===== config.mk =====
export PLATFORM = sky130hd
export DESIGN_NAME = muldiv_ctrl
export DESIGN_NICKNAME = d
export VERILOG_FILES = /design/src/rtl/muldiv_ctrl.sv
export SDC_FILE = /design/constraint.sdc
export NUM_CORES = 1
export LEC_CHECK = 0
export BUFFER_PORTS_ARGS = -buffer_cell sky130_fd_sc_hd__buf_2
export CAP_MARGIN = 20
export CORE_ASPECT_RATIO = 0.5
export CORE_MARGIN = 2
export CORE_UTILIZATION = 41
export DETAILED_ROUTE_END_ITERATION = 10
export GPL_TIMING_DRIVEN = 0
export PLACE_DENSITY = 0.68
export SETUP_SLACK_MARGIN = 0.2
export SLEW_MARGIN = 40
export SYNTH_ARGS = -nofsm -noshare
export SYNTH_HDL_FRONTEND = slang
export SYNTH_SLANG_ARGS = --single-unit
export TNS_END_PERCENT = 50

===== constraint.sdc =====
create_clock -name clk -period 9.3 [get_ports clk]
set_input_delay 0.93 -clock clk [delete_from_list [all_inputs] [get_ports clk]]
set_output_delay 0.93 -clock clk [all_outputs]
set_load 0.1 [all_outputs]

===== src/rtl/muldiv_ctrl.sv =====
// ============================================================================
// Module      : muldiv_ctrl
// Description : RV32M signed front end for an unsigned multi-cycle mul/div unit.
// Revision    : 1.0 - initial release
// ============================================================================
`default_nettype none

module muldiv_ctrl (
    input  logic        clk,
    input  logic        rst,
    input  logic        ex_valid,
    input  logic [2:0]  funct3,
    input  logic [31:0] rs1_data,
    input  logic [31:0] rs2_data,
    output logic        ex_stall,
    output logic [31:0] result,
    output logic        result_valid,
    output logic        md_valid,
    output logic        md_mode,
    output logic [31:0] md_in_A,
    output logic [31:0] md_in_B,
    input  logic        md_ready,
    input  logic [63:0] md_out
);

    typedef enum logic [1:0] {
        ST_IDLE  = 2'd0,
        ST_ISSUE = 2'd1,
        ST_WAIT  = 2'd2,
        ST_DONE  = 2'd3
    } state_e;

    state_e      state_q, state_d;
    logic [2:0]  f3_q, f3_d;
    logic        neg_q, neg_d;
    logic        mode_q, mode_d;
    logic [31:0] a_q, a_d;
    logic [31:0] b_q, b_d;
    logic [31:0] result_q, result_d;

    logic        w_sgn_a, w_sgn_b;
    logic        w_neg_a, w_neg_b;
    logic [31:0] w_mag_a, w_mag_b;
    logic        w_div0, w_ovf;
    logic [31:0] w_special_res;
    logic        w_neg_res;
    logic [63:0] w_prod;
    logic [31:0] w_div_sel, w_div_res, w_post;

    // Operand signedness: MULH/DIV/REM signed on both, MULHSU signed on rs1 only.
    assign w_sgn_a = (funct3 == 3'b001) || (funct3 == 3'b010) ||
                     (funct3 == 3'b100) || (funct3 == 3'b110);
    assign w_sgn_b = (funct3 == 3'b001) || (funct3 == 3'b100) || (funct3 == 3'b110);

    assign w_neg_a = w_sgn_a & rs1_data[31];
    assign w_neg_b = w_sgn_b & rs2_data[31];
    assign w_mag_a = w_neg_a ? (~rs1_data + 32'd1) : rs1_data;
    assign w_mag_b = w_neg_b ? (~rs2_data + 32'd1) : rs2_data;

    assign w_div0 = funct3[2] & (rs2_data == 32'd0);
    assign w_ovf  = funct3[2] & ~funct3[0] &
                    (rs1_data == 32'h8000_0000) & (rs2_data == 32'hFFFF_FFFF);

    assign w_special_res = w_div0 ? (funct3[1] ? rs1_data : 32'hFFFF_FFFF)
                                  : (funct3[1] ? 32'd0    : 32'h8000_0000);

    // A remainder takes the dividend's sign; everything else takes s1^s2.
    assign w_neg_res = (funct3 == 3'b110) ? w_neg_a : (w_neg_a ^ w_neg_b);

    assign w_prod    = neg_q ? (~md_out + 64'd1) : md_out;
    assign w_div_sel = f3_q[1] ? md_out[63:32] : md_out[31:0];
    assign w_div_res = neg_q ? (~w_div_sel + 32'd1) : w_div_sel;
    assign w_post    = f3_q[2] ? w_div_res
                               : ((f3_q == 3'b000) ? w_prod[31:0] : w_prod[63:32]);

    always_ff @(posedge clk or posedge rst) begin
        if (rst) begin
            state_q  <= ST_IDLE;
            f3_q     <= 3'd0;
            neg_q    <= 1'b0;
            mode_q   <= 1'b0;
            a_q      <= 32'd0;
            b_q      <= 32'd0;
            result_q <= 32'd0;
        end else begin
            state_q  <= state_d;
            f3_q     <= f3_d;
            neg_q    <= neg_d;
            mode_q   <= mode_d;
            a_q      <= a_d;
            b_q      <= b_d;
            result_q <= result_d;
        end
    end

    always_comb begin
        state_d  = state_q;
        f3_d     = f3_q;
        neg_d    = neg_q;
        mode_d   = mode_q;
        a_d      = a_q;
        b_d      = b_q;
        result_d = result_q;
        case (state_q)
            ST_IDLE: begin
                if (ex_valid) begin
                    f3_d   = funct3;
                    neg_d  = w_neg_res;
                    mode_d = funct3[2];
                    a_d    = w_mag_a;
                    b_d    = w_mag_b;
                    if (w_div0 || w_ovf) begin
                        result_d = w_special_res;
                        state_d  = ST_DONE;
                    end else begin
                        state_d  = ST_ISSUE;
                    end
                end
            end
            ST_ISSUE: state_d = ST_WAIT;
            ST_WAIT: begin
                if (md_ready) begin
                    result_d = w_post;
                    state_d  = ST_DONE;
                end
            end
            ST_DONE:  state_d = ST_IDLE;
            default:  state_d = ST_IDLE;
        endcase
    end

    assign ex_stall     = ~rst & (((state_q == ST_IDLE) & ex_valid) |
                                  (state_q == ST_ISSUE) | (state_q == ST_WAIT));
    assign md_valid     = (state_q == ST_ISSUE);
    assign result_valid = (state_q == ST_DONE);
    assign result       = result_q;
    assign md_mode      = mode_q;
    assign md_in_A      = a_q;
    assign md_in_B      = b_q;

endmodule

`default_nettype wire


Word level (Yosys, flattened, before mapping) --
Cells that the tools add are included.
Storage, ports and cells: flip-flop bits (word level) 103, output and inout port bits 100, logic and storage cells 72
Operators by class: $add $sub $neg 4, equal/unequal tests 12, mux-type cells 19, bitwise operators 17, reductions and logical operators 13
Operators with widths (number):
- 2-to-1 mux 32 bit | 12
- adder 32 x 1 -> 32 bit, second input constant | 3
- NOT 32 bit | 3
- adder 64 x 1 -> 64 bit, second input constant | 1
- == test 32 bit, second input constant | 2
- 2-to-1 mux 64 bit | 1
- NOT 64 bit | 1
- case mux 32 bit (2 select lines) | 1
- logical NOT 32 bit | 1
- bitwise AND 1 bit | 8
- case mux 2 bit (4 select lines) | 1
- == test 3 bit, second input constant | 2
- logical OR 1 bit | 6
- 2-to-1 mux 2 bit | 3
- != test 2 bit, second input constant | 3
- == test 2 bit, second input constant | 2
- AND reduction 2 bit | 2
- AND reduction 4 bit | 1
- == test 3 x 1 -> 1 bit, second input constant | 1
- == test 3 x 2 -> 1 bit, second input constant | 1
- logical NOT 3 bit | 1
- == test 2 x 1 -> 1 bit, second input constant | 1
- logical NOT 2 bit | 1
- NOT 1 bit | 2
- other kinds (4) | 5

Depth between registers and ports, before layout --
Gate-level depths: netlist of run 1.
word-level depth 8, depth in mapped cells 13, mapped depth without buffers 9

Worst setup path after synthesis of run 1 --
OpenSTA, ideal clock, no wires.
kind input -> output, from input port ex_valid, to output port ex_stall, data arrival time 2.910 ns, required time 8.370 ns, slack 5.460 ns, stages on the path 4, buffers on the path 2, cell sequence nand2_1 clkbuf_1 clkbuf_1 a21oi_1
On the way: word-level cells in the longest chain between the ends 4
RTL lines:
- start, declared | RTL line 11 | input logic ex_valid,
- bitwise AND 1 bit | RTL line 132 | assign ex_stall = ~rst & (((state_q == ST_IDLE) & ex_valid) |
- OR 1 bit | RTL line 132
- OR 1 bit | RTL line 133 | (state_q == ST_ISSUE) | (state_q == ST_WAIT));
- bitwise AND 1 bit | RTL line 132
- end, declared | RTL line 15 | output logic ex_stall,
No other way between the ends.

Worst setup path after layout of run 1 --
from register f3_q[1], to register result_q[12], in the netlist result[12]
On the way: word-level cells in the longest chain between the ends 7, elaborated cells on any way between the ends 9, those cells by class add/sub: 1; mux: 6; bitwise: 1; reduce/logical: 1
RTL lines:
- start, declared | RTL line 34 | logic [2:0] f3_q, f3_d;
- start signal, assigned | RTL line 79 | f3_q <= 3'd0;
- start signal, assigned | RTL line 87 | f3_q <= f3_d;
- 2-to-1 mux 32 bit | RTL line 71 | assign w_div_sel = f3_q[1] ? md_out[63:32] : md_out[31:0];
- NOT 32 bit | RTL line 72 | assign w_div_res = neg_q ? (~w_div_sel + 32'd1) : w_div_sel;
- adder 32 x 1 -> 32 bit | RTL line 72
- 2-to-1 mux 32 bit | RTL line 72
- 2-to-1 mux 32 bit (*) | RTL line 73 | assign w_post = f3_q[2] ? w_div_res
- 2-to-1 mux 32 bit (*) | RTL line 122 | if (md_ready) begin
- case mux 32 bit (2 select lines) (*) | RTL line 104 | case (state_q)
- end signal, assigned | RTL line 92 | result_q <= result_d;
- end, declared | RTL line 39 | logic [31:0] result_q, result_d;
Every way passes the cells marked *; elsewhere a longest branch is shown, timed or not. The select of a mux whose other input is x is not followed. A chain may end at the register's enable or synchronous reset.

==> results.sh, run 1 <==
export IMPL_timing_hold_ws_ps=475.7
export IMPL_antenna_found_initial=3
export IMPL_dpl_cell_count=1752
export IMPL_cts_resized_gates=0
export IMPL_ff_latch_area_sq_um=2552
export IMPL_cts_sinks=102
export IMPL_syn_nets=1379
export IMPL_drt_first_pass_iters=5
export IMPL_p_leak_uw=0.004689
export IMPL_grt_pass1_vias=10795
export IMPL_synthAdderAreaFrac=0.01313
export IMPL_root_buffer="clkbuf_16"
export IMPL_slew_violations=0
export IMPL_synth_top_family_by_area="simple AND/OR/NAND/NOR gates"
export IMPL_synthTopCellsByArea="dfrtp_1 (27%), o21ai_0 (7.7%), xor2_1 (6.3%)"
export IMPL_portBuffers=210
export IMPL_ys_types=77
export IMPL_timing_fmax_mhz=235.1
export IMPL_slew_headroom=0.4219
export IMPL_via_count=11239
export IMPL_instances_no_fill=1769
export IMPL_grt_pass1_wl_um=66840
export IMPL_finalWeightedCongestion=1.026
export IMPL_viasPerCell=6.353
export IMPL_synth_compound_area_share=0.2376
export IMPL_crit_path_end_kind="flop"
export IMPL_grt_total_usage=0.3608
export IMPL_yosysSeqAreaShare=0.2679
export IMPL_wire_per_inst_um=25.39
export IMPL_crit_required_ps=9520
export IMPL_cp_arrival_ps=4470
export IMPL_place_area_sq_um=11010
export IMPL_clock_path_buffers=2
export IMPL_dieHeight_um=111.8
export IMPL_yosysTopAreaCellShare=0.2679
export IMPL_synth_largest_area_cell="dfrtp_1"
export IMPL_fillers=2312
export IMPL_outcome="finished, final reports clean"
export IMPL_synth_simple_area_share=0.2494
export IMPL_multi_input_area_sq_um=6514
export IMPL_worst_pin_slew_ps=867.2
export IMPL_antenna_left=0
export IMPL_ys_async_sr_fraction=1.000
export IMPL_fp_coreArea_sq_um=22840
export IMPL_setup_worst_path_start_class="flop"
export IMPL_max_cap_violations=0
export IMPL_fin_area_sq_um=11340
export IMPL_wirelength_um=44920
export IMPL_critPathKind="flop to flop"
export IMPL_crit_fanout=10
export IMPL_row_count=39
export IMPL_finalCritPeriodShare=0.4573
export IMPL_hold_class="flop to flop"
export IMPL_cts_buffers=9
export IMPL_synth_cells=1234
export IMPL_cts_setup_buffers=0
export IMPL_yosys_warnings=0
export IMPL_fin_ws_ps=5047
export IMPL_grt_max_degree=56
export IMPL_power_density_nw_per_um2=413.6
export IMPL_synth_cell_area_sq_um=9528
export IMPL_ys_flop_type="dfrtp_1"
export IMPL_cts_tree="done"
export IMPL_synth_edff_count=0
export IMPL_hpwl_um=35010
export IMPL_drc=0
export IMPL_ir_drop_mv=0.5937
export IMPL_clock_latency_ps=360
export IMPL_syn_to_final_growth_pct=19.01
export IMPL_nNetsFinal=1601
export IMPL_drt_iter0_markers=1508
export IMPL_cts_hold_buffers=0
export IMPL_synth_seq_cells=102
export IMPL_dieArea_sq_um=24550
export IMPL_pin_count=235
export IMPL_clock_skew_ps=6.666
export IMPL_cts_clk_slew_worst_paths_ps=70
export IMPL_finalCriticalPeriod_ps=4253
export IMPL_start_util=0.4172
export IMPL_yosys_mux_area_fraction=0.06067
export IMPL_rsz0062_at_grt="false"
export IMPL_pre_cts_slack_ps=5160
export IMPL_synthXorXnorAreaFrac=0.1213
export IMPL_setup_tns_ps=0
export IMPL_die_w_um=219.6
export IMPL_gr_total_overflow=0
export IMPL_finalHoldViolations=0
export IMPL_avgSynthCellArea_sq_um=7.721
export IMPL_htree_num_levels=3
export IMPL_setup_viol=0
export IMPL_drive_gt1_frac=0.2033
## synth_stat cells, drive strengths merged, types with 22 or more instances
library cell / number
buf: 26
inv: 22
nor4: 41
clkbuf: 64
a31oi: 28
nand2: 153
xnor2: 63
mux2i: 51
a21oi: 71
xor2: 69
dfrtp: 102
nor3: 35
nor2: 98
o21ai: 154
## routing by layer
layer,global-route usage,part of all wire
met1,0.5014,0.42
met2,0.5615,0.45
met3,0.08279,0.11
met4,0.1007,0.024
met5,0,0.00060
## placed cells by master, fill, tap and decap left out, types with 9 or more instances in the layout
cell	instances
or4_1	13
dfrtp_1	102
or3_1	19
nor2_1	97
nand4_1	19
nor3_1	31
nand3_1	19
and3_1	12
a31oi_1	26
ha_1	10
nor4_1	30
clkbuf_16	9
xnor2_1	63
xor2_1	69
o21ai_0	147
inv_1	21
mux2i_1	51
clkbuf_1	65
o41ai_1	16
nand2_1	153
o31ai_1	20
buf_2	231
a21oi_1	71
## flip-flops by register name (all words and copies together) (netlist names)
name and cells:
f3_q 3, md_in_A 32, md_in_B 32, neg_q 1, result 32, state_q 2
## kinds of logic after synthesis
kind of cell	Yosys count
simple gates	459
compound gates	360
xor+xnor	132
buf+inv	114
flops	102
mux	57
fa+ha+maj	10
## worst paths after layout
path,from,to,slack (ps),depth (start not counted)
worst min-delay path,md_in_B[12],md_in_B[12],480,2
max in group asynchronous,rst,md_in_B[9],8140,3
worst max-delay path,f3_q[1],result[12],5050,12
worst max register to register,f3_q[1],result[12],5050,12
min in group asynchronous,rst,md_in_A[11],580,2
worst min register to register,md_in_B[12],md_in_B[12],480,2
## where the power goes
| group | switching, uW | internal (uW) | leakage, uW |
|---|---|---|---|
| logic | 2750 | 693 | 0.00327 |
| registers | 162 | 662 | 0.00126 |
| clock network | 178 | 244 | 0.000156 |
| total | 3090 | 1600 | 0.00469 |
## critical path, cell delays in order, from the launching register on
cell and delay, ps:
dfrtp_1 330, buf_2 320, buf_2 350, buf_2 420, buf_2 390, buf_2 430, mux2i_1 240, ha_1 440
o21ai_0 270, a211o_1 330, nor3b_1 140, a211oi_1 310, o21ai_0 120
## stage by stage
step	util	total power, uW
after floorplan	-	3358
after global placement	0.4801	4193
after detailed placement	0.4820	4201
after CTS	0.4962	4626
after global routing	0.4965	4857
final	0.4965	4690
## cell type report
type,count,share of cell area
diodes,1,0.0002207
inverters,24,0.008606
well taps,307,0.03387
flip-flops and latches,102,0.2251
clock buffers,11,0.02141
clock inverters,5,0.007172
multi-input cells,1018,0.5744
plain buffers,90,0.03409
repair buffers,211,0.09511
(Power assumes the default switching activity.)
==> run 2, diff against run 1 <==
==> constraint.sdc (replaced) <==
create_clock -name clk -period 4.3 [get_ports clk]
set_input_delay 0.43 -clock clk [delete_from_list [all_inputs] [get_ports clk]]
set_output_delay 0.43 -clock clk [all_outputs]
set_load 0.1 [all_outputs]
==> run 2 against run 1 <==
  * Register-to-register slack got worse by 4800 ps
  * Total power is 120% higher
  * Die area unchanged
  * Largest cell class unchanged
  * Clock-buffer cell count unchanged
  * Critical endpoint unchanged
  * Sequential cell count unchanged
  * Highest routed layer unchanged
  * Setup slack worse by 4800 ps
  * Combinational power increased by 120%
  * Global-route usage unchanged
  * Critical path type unchanged
==> results.sh, run 2 (synthesized netlist as in run 1, its figures left out) <==
export IMPL_setup_worst_path_start_class="flop"
export IMPL_p_leak_uw=0.004687
export IMPL_drt_first_pass_iters=5
export IMPL_die_w_um=219.6
export IMPL_slew_violations=0
export IMPL_htree_num_levels=3
export IMPL_crit_chain="buf_2 > buf_2 > buf_2 > buf_2 > clkbuf_4 > mux2i_1 > ha_2 > o21ai_0 > a211o_1 > nor3b_1 > a211oi_1 > o21ai_0"
export IMPL_place_area_sq_um=11010
export IMPL_timing_fmax_mhz=248.4
export IMPL_cpPeakStageDelay_ps=420
export IMPL_row_count=39
export IMPL_antenna_found_initial=3
export IMPL_cts_clk_slew_worst_paths_ps=70
export IMPL_setup_tns_ps=0
export IMPL_critPathKind="flop to flop"
export IMPL_finalWeightedCongestion=1.026
export IMPL_crit_fanout=10
export IMPL_cts_setup_buffers=0
export IMPL_dieHeight_um=111.8
export IMPL_crit_top_cell="buf_2"
export IMPL_drive_gt1_frac=0.2040
export IMPL_drt_iter0_markers=1381
export IMPL_grt_max_degree=56
export IMPL_fin_area_sq_um=11340
export IMPL_hpwl_um=35010
export IMPL_setup_viol=0
export IMPL_rsz0062_at_grt="false"
export IMPL_portBuffers=210
export IMPL_route_layer_met1_wl_um=19020
export IMPL_pin_count=235
export IMPL_finalCriticalPeriod_ps=4025
export IMPL_clock_path_buffers=2
export IMPL_ir_drop_mv=1.284
export IMPL_final_cell_mix="buf_2 (230), nand2_1 (153), o21ai_0 (147)"
export IMPL_antenna_left=0
export IMPL_finalHoldViolations=0
export IMPL_crit_path_end_kind="flop"
export IMPL_top_layer="met5"
export IMPL_finalCritPeriodShare=0.9361
export IMPL_fillers=2310
export IMPL_cts_tree="done"
export IMPL_pre_cts_slack_ps=197.0
export IMPL_start_util=0.4172
export IMPL_grt_pass1_vias=10795
export IMPL_via_count=11207
export IMPL_viasPerCell=6.335
export IMPL_crit_required_ps=4520
export IMPL_cts_sinks=102
export IMPL_fin_ws_ps=274.9
export IMPL_hold_class="input pin to async pin"
export IMPL_fp_coreArea_sq_um=22840
export IMPL_max_cap_violations=0
export IMPL_cp_arrival_ps=4240
export IMPL_post_route_util=0.4968
export IMPL_syn_to_final_growth_pct=19.07
export IMPL_multi_input_area_sq_um=6516
export IMPL_final_common_cell="buf_2"
export IMPL_clock_latency_ps=360
export IMPL_worst_path_max_delay_cell="buf_2"
export IMPL_wirelength_um=44880
export IMPL_gr_total_overflow=0
export IMPL_drc=0
export IMPL_cts_hold_buffers=0
export IMPL_outcome="finished, final reports clean"
export IMPL_dieArea_sq_um=24550
export IMPL_power_density_nw_per_um2=893.0
export IMPL_ff_latch_area_sq_um=2552
export IMPL_root_buffer="clkbuf_16"
export IMPL_nNetsFinal=1601
export IMPL_cts_buffers=9
export IMPL_grt_pass1_wl_um=66840
export IMPL_grt_total_usage=0.3608
export IMPL_worst_pin_slew_ps=922.1
export IMPL_clock_skew_ps=5.648
export IMPL_wire_per_inst_um=25.37
export IMPL_wl_met2_um=20050
export IMPL_route_met3_wl_um=4839
export IMPL_slew_headroom=0.3853
[run 2: cell count changes in the layout (fill, tap and decap cells not counted), sizes merged]
cell,change
buf,-1
clkbuf,+1
[run 2: worst paths after layout]
check,from,end,slack [ps],cells after the start
worst min register to register,md_in_B[12],md_in_B[12],480,2
worst max-delay path,f3_q[1],result[12],270,12
worst max register to register,f3_q[1],result[12],270,12
max in group asynchronous,rst,md_in_B[9],3640,3
worst min-delay path,rst,md_in_A[11],80,2
min in group clk,rs2_data[31],md_in_B[31],370,3
[run 2: repair_timing]
action	4_1_cts	5_1_grt
endpoints found under the hold margin	0	0
setup endpoints to repair	0	10
gates resized for setup	0	2
[run 2: per-layer routing]
layer,GRT usage,up-vias
met4,0.1007,4
li1,-,4953
met2,0.5615,682
met5,0,-
met3,0.08279,73
met1,0.5014,5495
[run 2: layout make-up]
type / instances / share of cell area
Clock inverter: 5 / 0.007169
Multi-Input combinational cell: 1018 / 0.5744
Buffer: 90 / 0.03430
Timing Repair Buffer: 211 / 0.09507
Sequential cell: 102 / 0.2250
Inverter: 24 / 0.008603
Antenna cell: 1 / 0.0002206
Tap cell: 307 / 0.03386
Clock buffer: 11 / 0.02140
[run 2: critical path: cells and delay by family (launching register included)]
kind,cells,cell delay [ps]
mux,1,230
flops,1,330
fa+ha+maj,1,340
compound gates,4,970
simple gates,1,140
buf+inv,5,1850
[run 2: where the power goes]
| part | switching, uW | internal [uW] |
|---|---|---|
| clock | 383 | 528 |
| combinational | 5940 | 1500 |
| sequential | 348 | 1430 |
| total | 6670 | 3460 |
[run 2: stage by stage]
stage / std cells / hold slack, ps / total power [uW]
detailed placement: 1752 / 465.4 / 9086
floorplan: 1234 / 507.3 / 7262
global placement: 1751 / 453.2 / 9069
finish: 1769 / 76.76 / 10130
CTS: 1768 / 87.56 / 10000
global route: 1769 / 105.7 / 10510
==> run 3, diff against run 2 <==
--- a/config.mk
+++ b/config.mk
@@ -10,9 +10,9 @@
 export CORE_ASPECT_RATIO = 0.5
 export CORE_MARGIN = 2
 export CORE_UTILIZATION = 41
+export CTS_BUF_LIST = sky130_fd_sc_hd__clkbuf_2 sky130_fd_sc_hd__clkbuf_4 sky130_fd_sc_hd__clkbuf_8
 export DETAILED_ROUTE_END_ITERATION = 10
 export GPL_TIMING_DRIVEN = 0
-export PLACE_DENSITY = 0.68
 export SETUP_SLACK_MARGIN = 0.2
 export SLEW_MARGIN = 40
 export SYNTH_ARGS = -nofsm -noshare
==> run 3 against run 2 <==
  * Sequential power barely moved
  * Clock skew rose by 5.6 ps
  * Critical endpoint is now result[22]
  * Maximum frequency fell by 0.54%
  * Sequential share of layout area rose by 0.18 points
  * Final area fell by 0.77%
==> results.sh, run 3 (synthesized netlist as in run 1, its figures left out) <==
export IMPL_die_w_um=219.6
export IMPL_crit_path_end_kind="flop"
export IMPL_htree_num_levels=3
export IMPL_rsz0062_at_grt="true"
export IMPL_setup_tns_ps=0
export IMPL_finalCritPeriodShare=0.9412
export IMPL_cts_setup_buffers=0
export IMPL_start_util=0.4172
export IMPL_cp_top_family="buffers and inverters"
export IMPL_crit_top_cell="buf_2"
export IMPL_ir_drop_mv=1.178
export IMPL_slew_headroom=0.3792
export IMPL_via_count=11167
export IMPL_grt_pass1_vias=10633
export IMPL_cts_buffers=9
export IMPL_drt_iter0_markers=1525
export IMPL_p_leak_uw=0.004636
export IMPL_grt_max_degree=56
export IMPL_wire_per_inst_um=25.61
export IMPL_drt_first_pass_iters=6
export IMPL_slew_violations=0
export IMPL_power_density_nw_per_um2=881.0
export IMPL_drive_gt1_frac=0.2073
export IMPL_dieArea_sq_um=24550
export IMPL_cts_clk_slew_worst_paths_ps=110
export IMPL_clock_skew_ps=11.22
export IMPL_clock_latency_ps=390
export IMPL_nNetsFinal=1602
export IMPL_root_buffer="clkbuf_8"
export IMPL_timing_fmax_mhz=247.1
export IMPL_finalHoldViolations=0
export IMPL_worst_path_max_delay_cell="xor2_1"
export IMPL_fp_coreArea_sq_um=22840
export IMPL_worst_pin_slew_ps=931.2
export IMPL_outcome="finished, final reports clean"
export IMPL_portBuffers=210
export IMPL_pin_count=235
export IMPL_dieHeight_um=111.8
export IMPL_finalCriticalPeriod_ps=4047
export IMPL_gr_total_overflow=0
export IMPL_cpPeakStageDelay_ps=420
export IMPL_grt_total_usage=0.3627
export IMPL_hold_class="input pin to async pin"
export IMPL_finalWeightedCongestion=1.015
export IMPL_crit_chain="buf_2 > buf_2 > clkbuf_4 > buf_2 > buf_4 > mux2i_1 > ha_2 > o2111ai_4 > o21ai_0 > xor2_1 > a21oi_1 > a21oi_1"
export IMPL_row_count=39
export IMPL_final_common_cell="buf_2"
export IMPL_wirelength_um=45340
export IMPL_clock_path_buffers=2
export IMPL_drc=0
export IMPL_antenna_found_initial=1
export IMPL_cts_tree="done"
export IMPL_viasPerCell=6.309
export IMPL_max_cap_violations=0
export IMPL_cp_arrival_ps=4360
export IMPL_syn_to_final_growth_pct=18.15
export IMPL_hpwl_um=35490
export IMPL_crit_fanout=10
export IMPL_final_cell_mix="buf_2 (230), nand2_1 (153), o21ai_0 (147)"
export IMPL_critPathKind="flop to flop"
export IMPL_setup_worst_path_start_class="flop"
export IMPL_crit_required_ps=4620
export IMPL_setup_viol=0
export IMPL_grt_pass1_wl_um=66790
export IMPL_cts_sinks=102
export IMPL_post_route_util=0.4929
export IMPL_cp_buffers_inverters=5
export IMPL_antenna_left=0
==> run 3: worst paths after layout <==
| check | slack (ps) | end | from | depth (start not counted) |
|---|---|---|---|---|
| hold / removal | 40 | md_in_B[26] | rst | 2 |
| setup / recovery | 250 | result[22] | f3_q[1] | 12 |
| setup reg to reg | 250 | result[22] | f3_q[1] | 12 |
| hold reg to reg | 470 | md_in_A[31] | md_in_A[31] | 2 |
| min in group clk | 330 | md_in_B[31] | rs2_data[31] | 3 |
| max in group asynchronous | 3660 | md_in_A[19] | rst | 3 |
==> run 3: area by class of cell <==
| cell class | count | area, sq um |
|---|---|---|
| clock buffers | 12 | 165.2 |
| fillers | 2343 | 11580 |
| flip-flops and latches | 102 | 2552 |
| inverters | 24 | 97.59 |
| plain buffers | 90 | 391.6 |
| repair buffers | 212 | 1084 |
| well taps | 307 | 384.1 |
| clock inverters | 4 | 52.55 |
| multi-input cells | 1018 | 6528 |
| diodes | 1 | 2.502 |
==> run 3: repair_timing <==
action	in CTS	in global routing
cloned	0	0
hold buffers	0	0
endpoints found under the setup margin	7	7
resized for setup	2	3
==> run 3: per-layer routing <==
metal  global-route usage  share of wire  vias up
met4              0.09664          0.027        0
li1                     -              -     4945
met3              0.09235           0.10      101
met5                    0              0        -
met2               0.5638           0.44      640
met1               0.5003           0.43     5481
==> run 3: metrics by stage <==
stage | hold slack (ps) | std cells | worst slack, ps | power [uW] | area, sq um
after floorplan | 507.3 | 1234 | 984.8 | 7262 | 9528
after global placement | 453.9 | 1751 | -92.56 | 9056 | 10960
after global routing | 56.03 | 1770 | 197.5 | 10290 | 11260
after CTS | 41.80 | 1768 | 293.6 | 9777 | 11220
final | 44.77 | 1770 | 252.9 | 9917 | 11260
after detailed placement | 451.6 | 1752 | 54.11 | 9088 | 11000
==> run 3: report_power, final <==
part           switching (uW)  internal, uW
registers                 341          1430
clock network             358           320
logic                    5960          1510
